<file path="config.mk">
export PLATFORM = sky130hd
export DESIGN_NAME = seq_detector
export DESIGN_NICKNAME = d
export VERILOG_FILES = /design/src/rtl/seq_detector_pkg.sv /design/src/rtl/seq_hist_shift.sv /design/src/rtl/seq_detector.sv
export SDC_FILE = /design/constraint.sdc
export NUM_CORES = 1
export LEC_CHECK = 0
export CORE_AREA = 2 2 72 74
export DETAILED_ROUTE_END_ITERATION = 12
export DIE_AREA = 0 0 74 76
export GPL_TIMING_DRIVEN = 1
export PLACE_DENSITY = 0.51
export SLEW_MARGIN = 10
export SYNTH_ARGS = -nofsm -noshare
export SYNTH_HDL_FRONTEND = slang
export SYNTH_SLANG_ARGS = --single-unit
</file>
<file path="constraint.sdc">
create_clock -name clock -period 2.8 [get_ports clock]
set_clock_uncertainty 0.2 [all_clocks]
set_input_delay 0.84 -clock clock [delete_from_list [all_inputs] [get_ports clock]]
set_output_delay 0.84 -clock clock [all_outputs]
set_load 0.005 [all_outputs]
</file>
<file path="src/rtl/seq_detector_pkg.sv">
// Shared types and helpers for the seq_detector serial pattern detector.
// Optional match counter is enabled by defining SEQ_DETECTOR_COUNT_EN.
package seq_detector_pkg;

    localparam int unsigned SEQ_STATE_W = 2;

    typedef enum logic [SEQ_STATE_W-1:0] {
        IDLE = 2'd0,
        FILL = 2'd1,
        RUN  = 2'd2
    } seq_state_t;

    function automatic int unsigned clamp_len(input int unsigned len, input int unsigned max_len);
        return (len > max_len) ? max_len : len;
    endfunction

endpackage

</file>
<file path="src/rtl/seq_hist_shift.sv">
// History shift register for seq_detector: newest accepted bit enters at hist[0].
// Synchronous reset and clear take priority over the shift enable.
module seq_hist_shift #(
    parameter int unsigned MAX_LEN = 8
) (
    input  logic               clock,
    input  logic               reset,
    input  logic               clear,
    input  logic               en,
    input  logic               bit_in,
    output logic [MAX_LEN-1:0] hist
);

    always_ff @(posedge clock) begin
        if (reset || clear) begin
            hist <= '0;
        end else if (en) begin
            hist <= {hist[MAX_LEN-2:0], bit_in};
        end
    end

endmodule

</file>
<file path="src/rtl/seq_detector.sv">
// Run-time loadable serial pattern detector with overlapping/non-overlapping matches.
// Define SEQ_DETECTOR_COUNT_EN to add the saturating match_count output.
module seq_detector
    import seq_detector_pkg::*;
#(
    parameter int unsigned MAX_LEN = 8,
    parameter int unsigned CNT_W   = 8,
    parameter int unsigned LEN_W   = $clog2(MAX_LEN + 1)
) (
    input  logic               clock,
    input  logic               reset,
    input  logic               load,
    input  logic [MAX_LEN-1:0] pattern,
    input  logic [LEN_W-1:0]   len,
    input  logic               overlap,
    input  logic               w,
    input  logic               w_valid,
    output logic               z,
    output logic               busy
`ifdef SEQ_DETECTOR_COUNT_EN
    ,
    output logic [CNT_W-1:0]   match_count
`endif
);

    if (MAX_LEN < 2 || CNT_W < 1) begin : g_bad_cfg
        $error("seq_detector: MAX_LEN must be >= 2 and CNT_W >= 1");
    end

    seq_state_t         state_q, state_d;
    logic [MAX_LEN-1:0] pat_q;
    logic [LEN_W-1:0]   len_q;
    logic               ovl_q;
    logic [LEN_W-1:0]   fill_q, fill_d, fill_inc;
    logic [MAX_LEN-1:0] hist, hist_next, mask, ones;
    logic               accept, hit, hist_clr, hist_en;

    seq_hist_shift #(
        .MAX_LEN(MAX_LEN)
    ) u_hist (
        .clock (clock),
        .reset (reset),
        .clear (hist_clr),
        .en    (hist_en),
        .bit_in(w),
        .hist  (hist)
    );

    // Match is judged on the history as it will be after this bit is shifted in.
    always_comb begin
        ones      = '1;
        mask      = ~(ones << len_q);
        hist_next = {hist[MAX_LEN-2:0], w};
        accept    = w_valid && !load && (state_q != IDLE);
        fill_inc  = (fill_q < len_q) ? LEN_W'(fill_q + 1'b1) : fill_q;
        hit       = accept && (((hist_next ^ pat_q) & mask) == '0) && (fill_inc >= len_q);
    end

    always_comb begin
        state_d  = state_q;
        fill_d   = fill_q;
        hist_clr = 1'b0;
        hist_en  = 1'b0;
        if (load) begin
            hist_clr = 1'b1;
            fill_d   = '0;
            state_d  = (len == '0) ? IDLE : FILL;
        end else if (accept) begin
            if (hit && !ovl_q) begin
                hist_clr = 1'b1;
                fill_d   = '0;
                state_d  = FILL;
            end else begin
                hist_en = 1'b1;
                fill_d  = fill_inc;
                state_d = (fill_inc >= len_q) ? RUN : FILL;
            end
        end
    end

    always_ff @(posedge clock) begin
        if (reset) begin
            state_q <= IDLE;
            fill_q  <= '0;
            pat_q   <= '0;
            len_q   <= '0;
            ovl_q   <= 1'b0;
            z       <= 1'b0;
        end else begin
            state_q <= state_d;
            fill_q  <= fill_d;
            z       <= hit;
            if (load) begin
                pat_q <= pattern;
                len_q <= LEN_W'(clamp_len(int'(len), MAX_LEN));
                ovl_q <= overlap;
            end
        end
    end

    assign busy = (state_q != IDLE);

`ifdef SEQ_DETECTOR_COUNT_EN
    always_ff @(posedge clock) begin
        if (reset) begin
            match_count <= '0;
        end else if (hit && (match_count != '1)) begin
            match_count <= match_count + 1'b1;
        end
    end
`endif

endmodule

</file>
After elaboration in Yosys (flattened, before gate mapping):

Cells that the tools add are included.

* output and inout bits: 2
* bits of input ports: 18
* bits in registers: 27

* mux-type cells: 14
* magnitude comparators: 3
* bitwise operators: 3
* reduce and logical (&&, ||, !) cells: 13
* shift-type cells: 1
* add/subtract/negate cells: 1

Operators by type and width (count)
* $mux W4: 3
* $and A8 B8 Y8: 1
* $logic_not A8 Y1: 1
* $mux W2: 4
* $not A8 Y8: 1
* $shl A8 B4 Y8 const A: 1
* $xor A8 B8 Y8: 1
* $mux W1: 7
* $logic_and A1 B1 Y1: 5
* $add A4 B1 Y4 const B: 1
* $ge A4 B4 Y1: 1
* $gt A4 B4 Y1 const B: 1
* $logic_not A4 Y1: 1
* $lt A4 B4 Y1: 1
* $reduce_bool A2 Y1: 2
* $logic_not A1 Y1: 2
* $reduce_or A2 Y1: 1
* $logic_or A1 B1 Y1: 1

Longest topological paths before layout:

* depth in word-level cells: 11
* mapped depth: 14

Hierarchy:

A second synthesis with hierarchy kept.

* cell total of the unflattened synthesis: 158
* area total of the unflattened synthesis: 1467.7 um^2

By module, submodules not included
* seq_detector: instances 1, area each 1172.4 um^2, cells an instance 131
* seq_hist_shift: instances 1, area each 295.3 um^2, cells an instance 27

Least setup slack after synthesis:

Ideal clock, no wire load.

* path type: reg2reg
* from: reg len_q[1]
* to: reg fill_q[0]
* path slack: -0.236 ns
* path buffers: 1
* cell stages (with the launch flop): 13
* data arrival time: 2.718 ns
* period minus slack after synthesis: 3.036 ns
* setup time: 0.117 ns
* cells stage by stage: dfxtp_1 inv_1 ha_1 o21ai_0 o21bai_1 a21oi_1 mux2_2 ha_1 o21ai_0 o2bb2ai_1 nand4b_2 buf_6 a32o_1

* word-level cells in the longest chain between the ends: 8
* elaborated cells between the ends (all ways): 11
* classes of those cells: order compare: 2; shift: 1; mux: 2; bitwise: 2; reduce/logical: 4

Ends and longest elaborated chain
* start, declared: RTL line seq_detector.sv:32 `logic [LEN_W-1:0] len_q;`
* start signal, assigned: RTL line seq_detector.sv:95 `len_q <= LEN_W'(clamp_len(int'(len), MAX_LEN));`
* branches (longest 7 deep; another with $lt A4 B4 Y1)
* $mux W4 (*): RTL line seq_detector.sv:69 `if (hit && !ovl_q) begin`
* end signal, assigned: RTL line seq_detector.sv:91 `fill_q <= fill_d;`
* end, declared: RTL line seq_detector.sv:34 `logic [LEN_W-1:0] fill_q, fill_d, fill_inc;`

Mark *: on every way between the ends.
A chain may end at the register's enable or synchronous reset.

Worst setup path after layout:

* from: reg len_q[1]
* to: reg state_q[1]

* word-level cells in the longest chain between the ends: 10
* elaborated cells between the ends (all ways): 14
* classes of those cells: order compare: 2; shift: 1; mux: 5; bitwise: 2; reduce/logical: 4

Ends and longest elaborated chain
* branches (longest 7 deep; another with $lt A4 B4 Y1)
* $mux W2 (*): RTL line seq_detector.sv:69
* $mux W2 (*): RTL line seq_detector.sv:68 `end else if (accept) begin`
* $mux W2 (*): RTL line seq_detector.sv:64 `if (load) begin`
* end signal, assigned: RTL line seq_detector.sv:90 `state_q <= state_d;`
* end, declared: RTL line seq_detector.sv:30 `seq_state_t state_q, state_d;`

Mark *: on every way between the ends. The select of a mux whose other input is x is not followed.

==> reports/summary.txt <==
Setup CP Type: flop to flop
Hold Path Class: flop to flop
Placed Area: 1757 um2
most frequent cells in the layout: dfxtp_1 (25), clkdlybuf4s50_1 (19), buf_4 (17)
share of the synthesized area in the top cell type: 0.3799
Max Fclk: 365.7 MHz
# port buffers: 19
RSZ-0062 raised after global routing: yes
placed instance count: 239
commonest non-fill, non-tap cell in the layout: dfxtp_1
synthesized cell area: 1423 um2
Avg Synthesized Cell Area: 9.879 um2
DRC Markers: 0
multi-input logic area: 954.7 um2
Routability Congestion: 0.8117
Core Region: 4912 um2
Arr. time, crit path: 2710 ps
endpoints failing hold: 0
Area growth syn-to-layout: 39.05%
leading register cell type out of synthesis: dfxtp_1
cells after synthesis: 144
CP max FO: 6
Clock transition at path regs: 100 ps
Mapped Nets: 170
Detailed Routing Iterations Pass 1: 4
Clock Latency Late Sink: 280 ps
register area share after synthesis: 0.3799
# fillers: 497
pin count of the biggest net entering global routing: 18
PwrDens: 412.8 nW/um2
number of enable flip-flop cells after synthesis: 0
final instance area: 1978 um2
final slew viol count: 0
CTS root buf: clkbuf_8
net count reported at finish: 204
maximum vdd ir drop: 0.0002218 V
sequential cell area: 545.5 um2
Overall Global Routing Usage: 0.1405
Die W: 74 um
Yosys cell types: 36
Initial Util: 0.2896
CTS max path bufs: 2
asr flop ratio synth: 0
Startpoint Class: flop
DRT iter0 DRCs: 65
Routed WL: 3813 um
nature of the critical path endpoint: flop
vias in the first global route: 1318
Worst Slack Setup Final: 65.36 ps
Antenna Cells: 0
average wire per standard cell: 15.44 um
GRT overflow: 0
initial antenna violation count: 0
Num CTS Buffers: 3
H-tree levels: 1
layout cells sized above 1: 0.2712
DR vias: 1250
cell taking the most area after synthesis: dfxtp_1
setup_tns: 0 ps
fin util: 0.4027
min Tclk post-route: 2735 ps
status: complete, no violations
Area contributors post-synth: dfxtp_1 (38%), a32o_1 (7.0%), ha_1 (7.0%)
Vias/cell: 5.061
final setup fails: 0
antenna-violating nets left: 0
final instance count without filler cells: 247
Sinks on Clock Net: 27
post-DP HPWL: 2716 um
Die H: 76 um
Max Cap Viol: 0
#FFs+latches synth: 27
Worst Tran Pin Value: 1249 ps
CTS tree: yes
row cnt: 26
Leakage: 0.7514 nW
Max-slew headroom: 0.1608
yosys warns: 0
period utilization: 0.9767
first-pass GRT wire length: 6203 um
pre-CTS setup slack: -113.9 ps
Worst Path Required: 2780 ps
die area: 5624 um2
I/O pin count: 20
[cell usage after synthesis (2+ instances only)]
cell and count:
dfxtp_1 27, nor2_1 12, a32o_1 10, mux2i_1 10, xnor2_1 9, ha_1 8, nor3_1 7, a21oi_1 6
inv_1 6, nand2_1 5, buf_6 4, o22ai_1 4, a211oi_1 3, clkbuf_1 3, o21a_1 3, nand2b_1 2
nand3b_1 2, nor4_1 2, nor4b_1 2, o21ai_0 2, xor2_1 2
[state kept, by name, summed over array words and instances (netlist names)]
name and cells:
fill_q 4, len_q 4, state_q 2, pat_q 8
ovl_q 1, u_hist.hist 7, z 1
[what timing repair did]
item | CTS | global route
buffers inserted | 2 | 1
pin swaps | 9 | 18
setup endpoints to repair | 13 | 14
gates cloned | 1 | 0
gates resized for setup | 8 | 15
hold buffers | 0 | 0
[layout make-up]
| cell class | instances | share of cell area |
|---|---|---|
| Clock buffer | 3 | 0.02087 |
| Clock inverter | 1 | 0.004428 |
| Inverter | 6 | 0.01139 |
| Multi-Input combinational cell | 104 | 0.4826 |
| Sequential cell | 27 | 0.2758 |
| Tap cell | 70 | 0.04428 |
| Timing Repair Buffer | 36 | 0.1607 |
[where the power goes]
group          switching [W]  leakage [nW]  total, W  internal [W]
logic              0.0000808         0.504  0.000170     0.0000895
clock network       0.000136        0.0261  0.000240      0.000105
registers         0.00000965         0.221  0.000406      0.000397
total               0.000226         0.751  0.000817      0.000591
[metal layers]
metal,vias up,GRT usage,part of all wire
met5,-,0,0
met3,10,0.01190,0.034
met1,600,0.1829,0.46
met2,39,0.2286,0.48
met4,0,0.06909,0.032
li1,601,-,-
[worst max-delay path: stages (launching register included)]
cell and delay (ps):
dfxtp_4 360, inv_2 40, ha_4 160, nor3b_2 200
o21bai_2 90, buf_4 150, a21oi_2 200, xor2_2 110
ha_2 320, o21a_1 180, o2bb2ai_4 90, nand4b_4 230
a31o_2 290
[kinds of logic after synthesis]
family | synth area share
XOR/XNOR | 0.06773
multiplexers | 0.07828
adder cells (fa/ha/maj) | 0.07036
buffers and inverters | 0.06420
AO/OA/AOI/OAI | 0.1803
AND/OR/NAND/NOR | 0.1592
flip-flops | 0.3799
[metrics by stage]
step	hold WS, ps	total power, W
2_1_floorplan	262.5	0.0004991
3_3_place_gp	295.9	0.0005541
3_5_place_dp	300.2	0.0005581
4_1_cts	326.2	0.0008108
5_1_grt	365.3	0.0008557
6_report	315.8	0.0008165
[path summary, 6_finish.rpt]
check | start | endpoint | slack [ps] | cells after the start
worst max-delay path | len_q[1]$_SDFFE_PP0P_ | state_q[1]$_SDFFE_PP0P_ | 70 | 12
worst min-delay path | u_hist.hist[6]$_SDFFE_PP0P_ | u_hist.hist[6]$_SDFFE_PP0P_ | 320 | 1
worst max register to register | len_q[1]$_SDFFE_PP0P_ | state_q[1]$_SDFFE_PP0P_ | 70 | 12
worst min register to register | u_hist.hist[6]$_SDFFE_PP0P_ | u_hist.hist[6]$_SDFFE_PP0P_ | 320 | 1
No activity file was read; power rests on OpenSTA's default activity.
